$ cat src/rtl/demux_pkg.sv
// demux_pkg: shared constants and types for the 4-way demux controller
package demux_pkg;
    localparam int NCH = 4;
    localparam int SELW = 2;
    localparam logic MODE_ADDR = 1'b0;
    localparam logic MODE_RR = 1'b1;
    typedef enum logic {S_IDLE, S_HOLD} state_t;
endpackage

$ cat src/rtl/demux_ctrl_if.sv
// demux_ctrl_if: input stream, demux drive and per-channel handshake bundle
// Ports (master = environment, slave = controller):
//   mode, ch_en, in_valid, in_data, in_dest, out_ready : master -> slave
//   in_ready, sel, dmx_data, out_valid, busy, drop_cnt : slave -> master
interface demux_ctrl_if import demux_pkg::*; #(parameter int DW = 4, parameter int CNTW = 8);
    logic            mode;
    logic [NCH-1:0]  ch_en;
    logic            in_valid;
    logic            in_ready;
    logic [DW-1:0]   in_data;
    logic [SELW-1:0] in_dest;
    logic [SELW-1:0] sel;
    logic [DW-1:0]   dmx_data;
    logic [NCH-1:0]  out_valid;
    logic [NCH-1:0]  out_ready;
    logic            busy;
    logic [CNTW-1:0] drop_cnt;
    modport master(output mode, ch_en, in_valid, in_data, in_dest, out_ready,
                   input in_ready, sel, dmx_data, out_valid, busy, drop_cnt);
    modport slave(input mode, ch_en, in_valid, in_data, in_dest, out_ready,
                  output in_ready, sel, dmx_data, out_valid, busy, drop_cnt);
endinterface

$ cat src/rtl/demux_rr_pick.sv
// demux_rr_pick: first set mask bit at or after the pointer, wrapping 3->0
// Ports: i_mask (channel mask), i_ptr (start channel), o_pick (chosen channel), o_found (mask non-empty)
module demux_rr_pick import demux_pkg::*; (
    input  logic [NCH-1:0]  i_mask,
    input  logic [SELW-1:0] i_ptr,
    output logic [SELW-1:0] o_pick,
    output logic            o_found
);
    // Scanning from the farthest offset down lets the nearest enabled channel win.
    always_comb begin
        o_pick = i_ptr;
        o_found = 1'b0;
        for (int k = NCH - 1; k >= 0; k--) begin
            if (i_mask[i_ptr + SELW'(k)]) begin
                o_pick = i_ptr + SELW'(k);
                o_found = 1'b1;
            end
        end
    end
endmodule

$ cat src/rtl/demux_ctrl.sv
// demux_ctrl: routes stream words to one of four demux channels via a one-entry output register
// Ports: clk, rst_n (async active-low), bus (demux_ctrl_if.slave: input stream, mode/enable,
//        demux select/data, per-channel valid/ready, busy flag, saturating drop counter)
module demux_ctrl import demux_pkg::*; #(
    parameter int DW = 4,
    parameter int CNTW = 8
) (
    input logic         clk,
    input logic         rst_n,
    demux_ctrl_if.slave bus
);
    state_t          r_state;
    state_t          w_next;
    logic [SELW-1:0] r_sel;
    logic [DW-1:0]   r_data;
    logic [SELW-1:0] r_rr_ptr;
    logic [CNTW-1:0] r_drop_cnt;
    logic [SELW-1:0] w_pick;
    logic            w_found;
    logic            w_busy;
    logic            w_out_fire;
    logic            w_can_route;
    logic            w_in_fire;
    logic            w_drop;
    logic            w_load;
    logic            w_rr;

    demux_rr_pick u_pick (
        .i_mask (bus.ch_en),
        .i_ptr  (r_rr_ptr),
        .o_pick (w_pick),
        .o_found(w_found)
    );

    assign w_rr = bus.mode == MODE_RR;
    assign w_busy = r_state == S_HOLD;
    assign w_out_fire = w_busy & bus.out_ready[r_sel];
    assign w_can_route = w_rr ? w_found : 1'b1;
    assign w_in_fire = bus.in_valid & bus.in_ready;
    // Addressed words aimed at a disabled channel are consumed but never loaded.
    assign w_drop = w_in_fire & ~w_rr & ~bus.ch_en[bus.in_dest];
    assign w_load = w_in_fire & ~w_drop;

    always_ff @(posedge clk or negedge rst_n) begin
        if (!rst_n) r_state <= S_IDLE;
        else r_state <= w_next;
    end

    always_comb begin
        w_next = w_load ? S_HOLD : (w_out_fire ? S_IDLE : r_state);
    end

    always_comb begin
        bus.busy = w_busy;
        bus.in_ready = (~w_busy | w_out_fire) & w_can_route;
        bus.out_valid = w_busy ? ({{(NCH-1){1'b0}}, 1'b1} << r_sel) : '0;
        bus.sel = r_sel;
        bus.dmx_data = r_data;
        bus.drop_cnt = r_drop_cnt;
    end

    always_ff @(posedge clk or negedge rst_n) begin
        if (!rst_n) begin
            r_sel <= '0;
            r_data <= '0;
            r_rr_ptr <= '0;
            r_drop_cnt <= '0;
        end else begin
            if (w_load) begin
                r_sel <= w_rr ? w_pick : bus.in_dest;
                r_data <= bus.in_data;
            end
            if (w_load && w_rr) r_rr_ptr <= w_pick + SELW'(1);
            if (w_drop && r_drop_cnt != '1) r_drop_cnt <= r_drop_cnt + CNTW'(1);
        end
    end
endmodule

$ cat src/flat_wrapper.sv
// flat-port wrapper written by rule: the top's interface ports become plain ports
module demux_ctrl_flat import demux_pkg::*;
#(
    parameter int DW = 4,
    parameter int CNTW = 8
)
  (clk, rst_n, bus_mode, bus_ch_en, bus_in_valid, bus_in_data, bus_in_dest, bus_out_ready, bus_in_ready, bus_sel, bus_dmx_data, bus_out_valid, bus_busy, bus_drop_cnt);
  demux_ctrl_if #(.DW(DW), .CNTW(CNTW)) bus_i ();
  input logic clk;
  input logic rst_n;
  input wire logic [$bits(bus_i.mode)-1:0] bus_mode;
  input wire logic [$bits(bus_i.ch_en)-1:0] bus_ch_en;
  input wire logic [$bits(bus_i.in_valid)-1:0] bus_in_valid;
  input wire logic [$bits(bus_i.in_data)-1:0] bus_in_data;
  input wire logic [$bits(bus_i.in_dest)-1:0] bus_in_dest;
  input wire logic [$bits(bus_i.out_ready)-1:0] bus_out_ready;
  output wire logic [$bits(bus_i.in_ready)-1:0] bus_in_ready;
  output wire logic [$bits(bus_i.sel)-1:0] bus_sel;
  output wire logic [$bits(bus_i.dmx_data)-1:0] bus_dmx_data;
  output wire logic [$bits(bus_i.out_valid)-1:0] bus_out_valid;
  output wire logic [$bits(bus_i.busy)-1:0] bus_busy;
  output wire logic [$bits(bus_i.drop_cnt)-1:0] bus_drop_cnt;
  assign bus_i.mode = bus_mode;
  assign bus_i.ch_en = bus_ch_en;
  assign bus_i.in_valid = bus_in_valid;
  assign bus_i.in_data = bus_in_data;
  assign bus_i.in_dest = bus_in_dest;
  assign bus_i.out_ready = bus_out_ready;
  assign bus_in_ready = bus_i.in_ready;
  assign bus_sel = bus_i.sel;
  assign bus_dmx_data = bus_i.dmx_data;
  assign bus_out_valid = bus_i.out_valid;
  assign bus_busy = bus_i.busy;
  assign bus_drop_cnt = bus_i.drop_cnt;
  demux_ctrl #(.DW(DW), .CNTW(CNTW)) u_core (.clk(clk), .rst_n(rst_n), .bus(bus_i));
endmodule
$ cat config.mk
export PLATFORM = sky130hd
export DESIGN_NAME = demux_ctrl_flat
export DESIGN_NICKNAME = d
export VERILOG_FILES = /design/src/rtl/demux_pkg.sv /design/src/rtl/demux_ctrl_if.sv /design/src/rtl/demux_rr_pick.sv /design/src/rtl/demux_ctrl.sv /design/src/flat_wrapper.sv
export SDC_FILE = /design/constraint.sdc
export NUM_CORES = 1
export LEC_CHECK = 0
export CELL_PAD_IN_SITES_DETAIL_PLACEMENT = 0
export CELL_PAD_IN_SITES_GLOBAL_PLACEMENT = 1
export CORE_AREA = 5 5 63 65
export DETAILED_ROUTE_END_ITERATION = 16
export DIE_AREA = 0 0 68 70
export MAX_ROUTING_LAYER = met4
export PLACE_DENSITY = 0.8
export SYNTH_ARGS = -nofsm -noshare
export SYNTH_HDL_FRONTEND = slang
export SYNTH_SLANG_ARGS = --single-unit
$ cat constraint.sdc
create_clock -name clk -period 2.1 [get_ports clk]
set_input_delay 0.21 -clock clk [delete_from_list [all_inputs] [get_ports clk]]
set_output_delay 0.21 -clock clk [all_outputs]
set_load 0.1 [all_outputs]
==> results of run 1 <==
## how the worst max path moves through the flow
stage,startpoint,end,slack (ns),cells past startpoint
after floorplan,u_core.bus.sel[0]$_DFFE_PN0P_,u_core.bus.drop_cnt[1]$_DFFE_PN0P_,0.003,4
after global placement,bus_in_dest[1],u_core.bus.drop_cnt[3]$_DFFE_PN0P_,-0.02,7
after detailed placement,bus_in_dest[1],u_core.bus.drop_cnt[3]$_DFFE_PN0P_,-0.05,7
after CTS,u_core.bus.sel[0]$_DFFE_PN0P_,bus_in_ready,0.11,3
after global routing,u_core.bus.sel[0]$_DFFE_PN0P_,bus_in_ready,0.08,3
final,u_core.bus.sel[0]$_DFFE_PN0P_,bus_in_ready,0.13,3
## routing by layer
| layer | wire (um) | vias to the layer above |
|---|---|---|
| li1 | - | 409 |
| met1 | 1060 | 386 |
| met2 | 1100 | 27 |
| met3 | 196 | 0 |
| met4 | 0 | 0 |
| met5 | 0 | - |
## state kept, by name (all words and copies together) (netlist names)
register	count
u_core.bus.drop_cnt	8
u_core.bus.busy	1
u_core.bus.sel	2
u_core.r_rr_ptr	2
u_core.bus.dmx_data	4
## cells in the mapped netlist
library cell,n,area share
sky130_fd_sc_hd__nor3_1,1,0.0051
sky130_fd_sc_hd__mux2_2,1,0.012
sky130_fd_sc_hd__mux2_4,4,0.062
sky130_fd_sc_hd__or2b_1,1,0.0077
sky130_fd_sc_hd__mux4_1,1,0.027
sky130_fd_sc_hd__o221a_4,1,0.021
sky130_fd_sc_hd__nor2_2,1,0.0064
sky130_fd_sc_hd__o311a_1,1,0.010
sky130_fd_sc_hd__nor2_1,5,0.019
sky130_fd_sc_hd__or4_4,1,0.012
sky130_fd_sc_hd__mux4_2,1,0.023
sky130_fd_sc_hd__a21oi_1,4,0.021
sky130_fd_sc_hd__and4_1,1,0.0090
sky130_fd_sc_hd__mux2i_1,2,0.021
sky130_fd_sc_hd__nor3b_1,2,0.015
sky130_fd_sc_hd__dfrtp_1,17,0.44
sky130_fd_sc_hd__nand4_1,1,0.0064
sky130_fd_sc_hd__nand3_4,1,0.018
sky130_fd_sc_hd__ha_1,1,0.013
sky130_fd_sc_hd__buf_1,1,0.0038
sky130_fd_sc_hd__o22a_1,1,0.0090
sky130_fd_sc_hd__and3_1,1,0.0064
sky130_fd_sc_hd__a211oi_1,1,0.0077
sky130_fd_sc_hd__xnor2_1,2,0.018
sky130_fd_sc_hd__nand2b_1,1,0.0064
sky130_fd_sc_hd__o21ai_4,1,0.017
sky130_fd_sc_hd__inv_1,6,0.023
sky130_fd_sc_hd__nor3_2,2,0.021
sky130_fd_sc_hd__a22o_1,1,0.0090
sky130_fd_sc_hd__xor2_1,6,0.054
sky130_fd_sc_hd__nand3_1,3,0.015
sky130_fd_sc_hd__o22ai_1,1,0.0064
sky130_fd_sc_hd__o21ai_0,5,0.026
sky130_fd_sc_hd__nand2_1,9,0.035
## cell families after synthesis
family | Yosys count | share of synthesized area
AOI/OAI and AO/OA | 16 | 0.126
muxes | 9 | 0.144
adders and majority gates | 1 | 0.0128
and+or+nand+nor | 30 | 0.182
buffers and inverters | 7 | 0.0270
DFF | 17 | 0.436
xor gates and xnor gates | 8 | 0.0719
## stage by stage
| stage | instance area (um2) | utilization | hold WS (ns) | setup TNS [ns] |
|---|---|---|---|---|
| 3_5_place_dp | 1460 | 0.444 | 0.480 | -0.0928 |
| 3_3_place_gp | 1460 | 0.444 | 0.472 | -0.0351 |
| 6_report | 1490 | 0.452 | 0.241 | 0 |
| 2_1_floorplan | 1010 | - | -0.0856 | 0 |
| 5_1_grt | 1490 | 0.452 | 0.272 | 0 |
| 4_1_cts | 1490 | 0.452 | 0.246 | 0 |
## worst reg2reg max path, stage by stage, from the launching register on
cell and delay, ns:
sky130_fd_sc_hd__dfrtp_4 0.49, sky130_fd_sc_hd__mux4_2 0.57, sky130_fd_sc_hd__o221a_4 0.30, sky130_fd_sc_hd__nand3_4 0.13, sky130_fd_sc_hd__mux2_2 0.34
## final cells by class
class	count	share of cell area
Multi-Input combinational cell	64	0.369
Clock buffer	4	0.0177
Sequential cell	17	0.295
Tap cell	46	0.0388
Inverter	6	0.0152
Timing Repair Buffer	45	0.265
==> results list, run 1 <==
* Post-CTS Setup Bufs: 0
- The share of the Yosys chip area taken by registers is 0.436.
- The floorplan step set the die height to 70 um.
* Worst hold path type: in -> async
- For the worst-skew pair, the clock arrives at the later sink with an insertion delay of 0.28 ns.
- Total DRC errors in the routed layout: 0
* Transition time at the pin with the least slew margin: 0.462 ns
* Met3 demand-to-capacity share in global routing: 0.0208
- In this run, post-CTS hold repair placed 0 buffers.
- Clock slew at the register clock pins of the worst setup and hold paths: 0.10 ns
* Maximum single-stage delay on the critical path: 0.57 ns
- Compared with the post-synthesis result, the final layout area differs by 52.4%.
- # IOs: 38
* Post-CTS sizing: 0
* CTS max path bufs: 2
- FF-to-FF setup slack: 0.17 ns
- For the worst setup path, the data required time is 1.89 ns.
* Footprint of the multi-input gates: 548 um2
- Of the cells placed in the final design, the portion with a size suffix greater than 1 is 0.404.
* Commonest cells after routing, fill and taps aside: sky130_fd_sc_hd__buf_4, sky130_fd_sc_hd__clkdlybuf4s50_1, sky130_fd_sc_hd__nand2_1, sky130_fd_sc_hd__dfrtp_1, sky130_fd_sc_hd__dfrtp_2
- Post-Place Cells: 178
- For the worst flop-to-flop path, the logic depth is 4.
- The number of global-route vias before repair was 878.
* Number of antenna violations at the first check in global routing: 0
- In this run the number of H-tree levels came out at 1.
* Starting density of the core: 0.297
- Post-synthesis register bit count: 17
- # fillers: 317
* Number of maximum-capacitance constraint violations: 0
* Post-synthesis instance area: 975 um2
* Routability Congestion: 0.775
* Register cell area after layout: 438 um2
* DR vias/cell: 4.52
- Slew margin rel.: 0.690
- Arrival time at the worst endpoint: 1.76 ns
* Overflow left after global routing: 0
* Max Clock Skew: 0.00567 ns
* Highest fanout seen on the critical path: 7
- Number of antenna diodes: 0
- Setup violations remaining at the end of the flow were counted as 0.
* Number of buffer cells added on primary ports: 37
* Number of sinks handled by clock tree synthesis: 17
* Core Box Area: 0.00328 mm2
* Net total in the final layout: 156
- Busiest metal layer after global routing: met2
- Clock tree synthesis inserted a total of 3 buffers.
* Synth cell types: 34
- Total routing resource utilization after global routing: 0.110
- Subtracting the final worst setup slack from the clock period gives 1.97 ns.
- Final Cycle Share: 0.937
- HPWL after detailed placement: 1.90 mm
- Together, buffers and inverters on the worst path number 1.
- Detailed-route wire length per cell: 12.9 um
* Setup repair after global routing missed its margin: false
- Max Slew Vio Count: 0
- Total nets after synthesis: 107
- The endpoint identified for the worst register-to-register timing path is u_core.bus.drop_cnt[1]$_DFFE_PN0P_.
- The cell count after synthesis came out at 88.
- Routed WL: 2.35 mm
- Crit-path slowest cell: sky130_fd_sc_hd__mux4_2
* Kind of capture point of the worst setup path: output pin
* CP top delay family: multiplexers
* M2 GR Usage: 0.168
* DP Worst Slack: -0.0455 ns
* CP Cell Sequence: mux4_2, o22a_1, buf_12
- TritonCTS clock tree: built
- The die covers 0.00476 mm2.
* Number of DRC markers in iteration 0: 32
- Mapped Avg Cell Area: 11.1 um2
- The routed layout has 822 vias.
- The die is 68 um wide.
- Met1 layer usage reported by global route: 0.151
- Buffer cell driving the clock tree root: sky130_fd_sc_hd__clkbuf_4
- Once layout is complete, the cells apart from fillers number 182.
- Type of the worst setup path: reg -> out
* Outcome: finished clean
- In the post-route analysis, the smallest setup slack over all paths is 0.132 ns.
- Router iterations before antenna repair: 4
- The floorplan has 21 rows.
- For this run, the top clock speed supported by timing is 508 MHz.
- Wire length of the first global-routing pass: 4.10 mm
* Antenna-violating nets left: 0
- Entering global routing, the biggest net connects 18 pins.
- Beginning of the worst register-to-register path: u_core.bus.sel[0]$_DFFE_PN0P_
* Number of hold-slack violations in the final timing report: 0
- Kind of start point of the critical path: flop
- During synthesis, Yosys emitted a total of 0 warnings.
* Most frequent standard cell in the layout excluding fill and tap cells: sky130_fd_sc_hd__buf_4
Power of run 1 is left out: the tool's default activity adds up to more than one toggle a clock period on the data nets, which glitch-free logic cannot reach.
==> inputs of run 2 (changes only) <==
--- a/config.mk
+++ b/config.mk
@@ -10,8 +10,10 @@
 export CORE_AREA = 5 5 63 65
 export DETAILED_ROUTE_END_ITERATION = 16
 export DIE_AREA = 0 0 68 70
+export HOLD_SLACK_MARGIN = 0.15
 export MAX_ROUTING_LAYER = met4
 export PLACE_DENSITY = 0.8
+export SETUP_SLACK_MARGIN = 0.15
 export SYNTH_ARGS = -nofsm -noshare
 export SYNTH_HDL_FRONTEND = slang
 export SYNTH_SLANG_ARGS = --single-unit
==> run 2 against run 1 <==
Against the previous run:
- critical path depth did not move
- clock skew rose by 0.0041 ns
- cell area rose by 1.2%
- non-clock buffer count rose by 1
- global-route usage fell by 0.31 points
- die area did not move
- sequential cell count did not move
- core utilization rose by 0.53 points
- worst hold slack got worse by 0.010 ns
- setup slack improved by 0.071 ns
==> results list, run 2 (synthesis results as in run 1) <==
- Outcome: finished clean
- The detailed-route DRC error count is 0 (unchanged).
* Number of maximum-capacitance constraint violations: 0 (unchanged)
* Post-CTS sizing: 0 (unchanged)
- The insertion delay to the later sink of the worst-skew pair was 0.29 ns (about the same).
- CTS max path bufs: 2 (unchanged)
* Number of buffer cells added on primary ports: 37 (unchanged)
* Via count of the first global-routing pass: 844 (-3.9%)
- Highest fanout seen on the critical path: 3 (-4)
* Antenna-violating nets left: 0 (unchanged)
* Kind of capture point of the worst setup path: output pin
- For this design, the slowest cell found on the critical path is sky130_fd_sc_hd__mux4_2.
- The post-detailed-routing wire length came to 2.42 mm (+2.8%).
- Final Critical Period: 1.90 ns (-0.0710 ns)
* Max Slew Vio Count: 0 (unchanged)
- The worst relative slew slack was 0.666 (-0.0246).
* Data required time of the critical path: 1.89 ns (about the same)
- # IOs: 38 (unchanged)
- Met3 demand-to-capacity share in global routing: 0.0433 (+0.0224)
- CP Cell Sequence: mux4_2, o22a_2, buf_12
- The final weighted congestion of routability-driven global placement was 0.693 (-11%).
- Buffer cell driving the clock tree root: sky130_fd_sc_hd__clkbuf_4
- In this run the most used layer during global routing was met2.
- The maximum achievable frequency came to 527 MHz (+3.7%).
* Commonest cells after routing, fill and taps aside: sky130_fd_sc_hd__buf_4, sky130_fd_sc_hd__clkdlybuf4s50_1, sky130_fd_sc_hd__nand2_1
- Type of the worst setup path: reg -> out
* Starting density of the core: 0.297 (unchanged)
- The die area was 0.00476 mm2 (unchanged).
* M2 GR Usage: 0.156 (-0.0118)
- The detail-routed via count per cell is 4.65 (+3.0%).
* Post-CTS Setup Bufs: 1 (+1)
- Setup violation total in the final timing report: 0 (unchanged)
- Num CTS Buffers: 3 (unchanged)
* Number of sinks handled by clock tree synthesis: 17 (unchanged)
- Layout cells sized above 1: 0.438 (+0.0335)
- The final sum of negative setup slack was 0 ns (unchanged).
- Maximum single-stage delay on the critical path: 0.54 ns (-0.03 ns)
- CP top delay family: multiplexers
* Arrival time at the worst endpoint: 1.69 ns (-0.07 ns)
* Largest register FFs: 8 (unchanged)
- Die Y-Extent: 70 um (unchanged)
- Number of DRC markers in iteration 0: 28 (-13%)
* Area Overhead vs Synth: 54.2%
- Final Cycle Share: 0.903 (-0.0338)
- The number of buffers inserted for hold repair after clock tree synthesis is 0 (unchanged).
* Setup repair after global routing missed its margin: false
* Core Box Area: 0.00328 mm2 (unchanged)
* Number of levels the H-tree was split into: 1 (unchanged)
- Horizontal die dimension: 68 um (unchanged)
* Max Clock Skew: 0.00976 ns (+0.00409 ns)
- Number of hold-slack violations in the final timing report: 0 (unchanged)
- The aggregate global routing overflow was 0 (unchanged).
- Router iterations before antenna repair: 3 (-1)
* Transition time at the pin with the least slew margin: 0.498 ns (+0.0367 ns)
- The routed length per placed instance was 13.2 um (+2.2%).
- Most frequent standard cell in the layout excluding fill and tap cells: sky130_fd_sc_hd__buf_4
- The path class of the tightest hold or removal check is in -> async.
- TritonCTS clock tree: built
- The total vias in the final route came to 851 (+3.5%).
- The count of buffering cells on the critical path with inverters included was 1 (unchanged).
* Number of antenna violations at the first check in global routing: 0 (unchanged)
* Met1 layer usage reported by global route: 0.142 (-0.00925)
* Rows: 21 (unchanged)
* Kind of start point of the critical path: flop
- Number of antenna diodes: 0 (unchanged)
- Clock slew at the register clock pins of the worst setup and hold paths: 0.11 ns (about the same)
- Net total in the final layout: 157 (+0.64%)
- The wire length of the first global-routing pass is 3.88 mm (-5.4%).
* HPWL after detailed placement: 1.90 mm (+0.13%)
* Maximum number of pins on one net before global-route repair: 18 (unchanged)
- Total routing resource utilization after global routing: 0.107 (-0.00306)
[run 2: cell count changes in the layout (fill, tap and decap cells not counted)]
| cell | previous run | this run |
|---|---|---|
| sky130_fd_sc_hd__buf_4 | 27 | 28 |
| sky130_fd_sc_hd__clkbuf_1 | 1 | 0 |
| sky130_fd_sc_hd__clkinv_2 | 0 | 1 |
| sky130_fd_sc_hd__dfrtp_1 | 9 | 8 |
| sky130_fd_sc_hd__dfrtp_2 | 7 | 8 |
| sky130_fd_sc_hd__mux2_2 | 1 | 0 |
| sky130_fd_sc_hd__mux2_4 | 4 | 5 |
| sky130_fd_sc_hd__nor2_1 | 4 | 3 |
| sky130_fd_sc_hd__nor2_2 | 2 | 3 |
| sky130_fd_sc_hd__o22a_1 | 1 | 0 |
| sky130_fd_sc_hd__o22a_2 | 0 | 1 |
[run 2: per-layer routing]
metal	wire (um)	part of all wire	up-vias
li1	-	-	418
met1	1110	0.46	402
met2	1090	0.45	29
met3	209	0.086	2
met4	9	0.0037	0
met5	0	0	-
[run 2: path summary, 6_finish.rpt]
path	start	to	slack [ns]	cells past startpoint
min	rst_n	u_core.bus.dmx_data[3]$_DFFE_PN0P_	0.23	2
max in group asynchronous	rst_n	u_core.bus.drop_cnt[4]$_DFFE_PN0P_	1.65	2
min reg2reg	u_core.bus.drop_cnt[5]$_DFFE_PN0P_	u_core.bus.drop_cnt[5]$_DFFE_PN0P_	0.48	1
max	u_core.bus.sel[0]$_DFFE_PN0P_	bus_in_ready	0.20	3
max reg2reg	u_core.bus.sel[0]$_DFFE_PN0P_	u_core.bus.dmx_data[3]$_DFFE_PN0P_	0.30	4
min in group clk	u_core.bus.drop_cnt[5]$_DFFE_PN0P_	u_core.bus.drop_cnt[5]$_DFFE_PN0P_	0.48	1
[run 2: final cells by class]
type,count,area [um2]
fill,320,1780
multi-input combinational,64,556
sequential,17,439
timing repair buffer,46,400
tap,46,57.6
clock buffer,3,22.5
inverter,6,22.5
clock inverter,1,5.00
[run 2: stage by stage]
| stage | instances | utilization | instance area (um2) | setup WS [ns] | hold WS, ns |
|---|---|---|---|---|---|
| after floorplan | 88 | - | 1020 | 0.0510 | -0.0856 |
| after global placement | 178 | 0.447 | 1470 | 0.0204 | 0.470 |
| after detailed placement | 178 | 0.447 | 1470 | 0.000532 | 0.469 |
| after CTS | 183 | 0.458 | 1500 | 0.180 | 0.227 |
| after global routing | 183 | 0.458 | 1500 | 0.170 | 0.234 |
| final | 183 | 0.458 | 1500 | 0.204 | 0.230 |
[run 2: worst reg2reg max path, cell delays in order, from the launching register on]
cell and delay, ns:
sky130_fd_sc_hd__dfrtp_4 0.43, sky130_fd_sc_hd__mux4_2 0.54, sky130_fd_sc_hd__o221a_4 0.28, sky130_fd_sc_hd__o21ai_4 0.12
sky130_fd_sc_hd__mux2_4 0.33
Power of run 2 is left out for the same reason.
==> inputs of run 3 (changes only) <==
--- a/config.mk
+++ b/config.mk
@@ -5,6 +5,7 @@
 export SDC_FILE = /design/constraint.sdc
 export NUM_CORES = 1
 export LEC_CHECK = 0
+export ABC_CLOCK_PERIOD_IN_PS = 2100
 export CELL_PAD_IN_SITES_DETAIL_PLACEMENT = 0
 export CELL_PAD_IN_SITES_GLOBAL_PLACEMENT = 1
 export CORE_AREA = 5 5 63 65
==> results of run 3 <==
Same layout as run 2: the final DEF is identical, and so are final timing and power.
Power of run 3 is left out for the same reason.
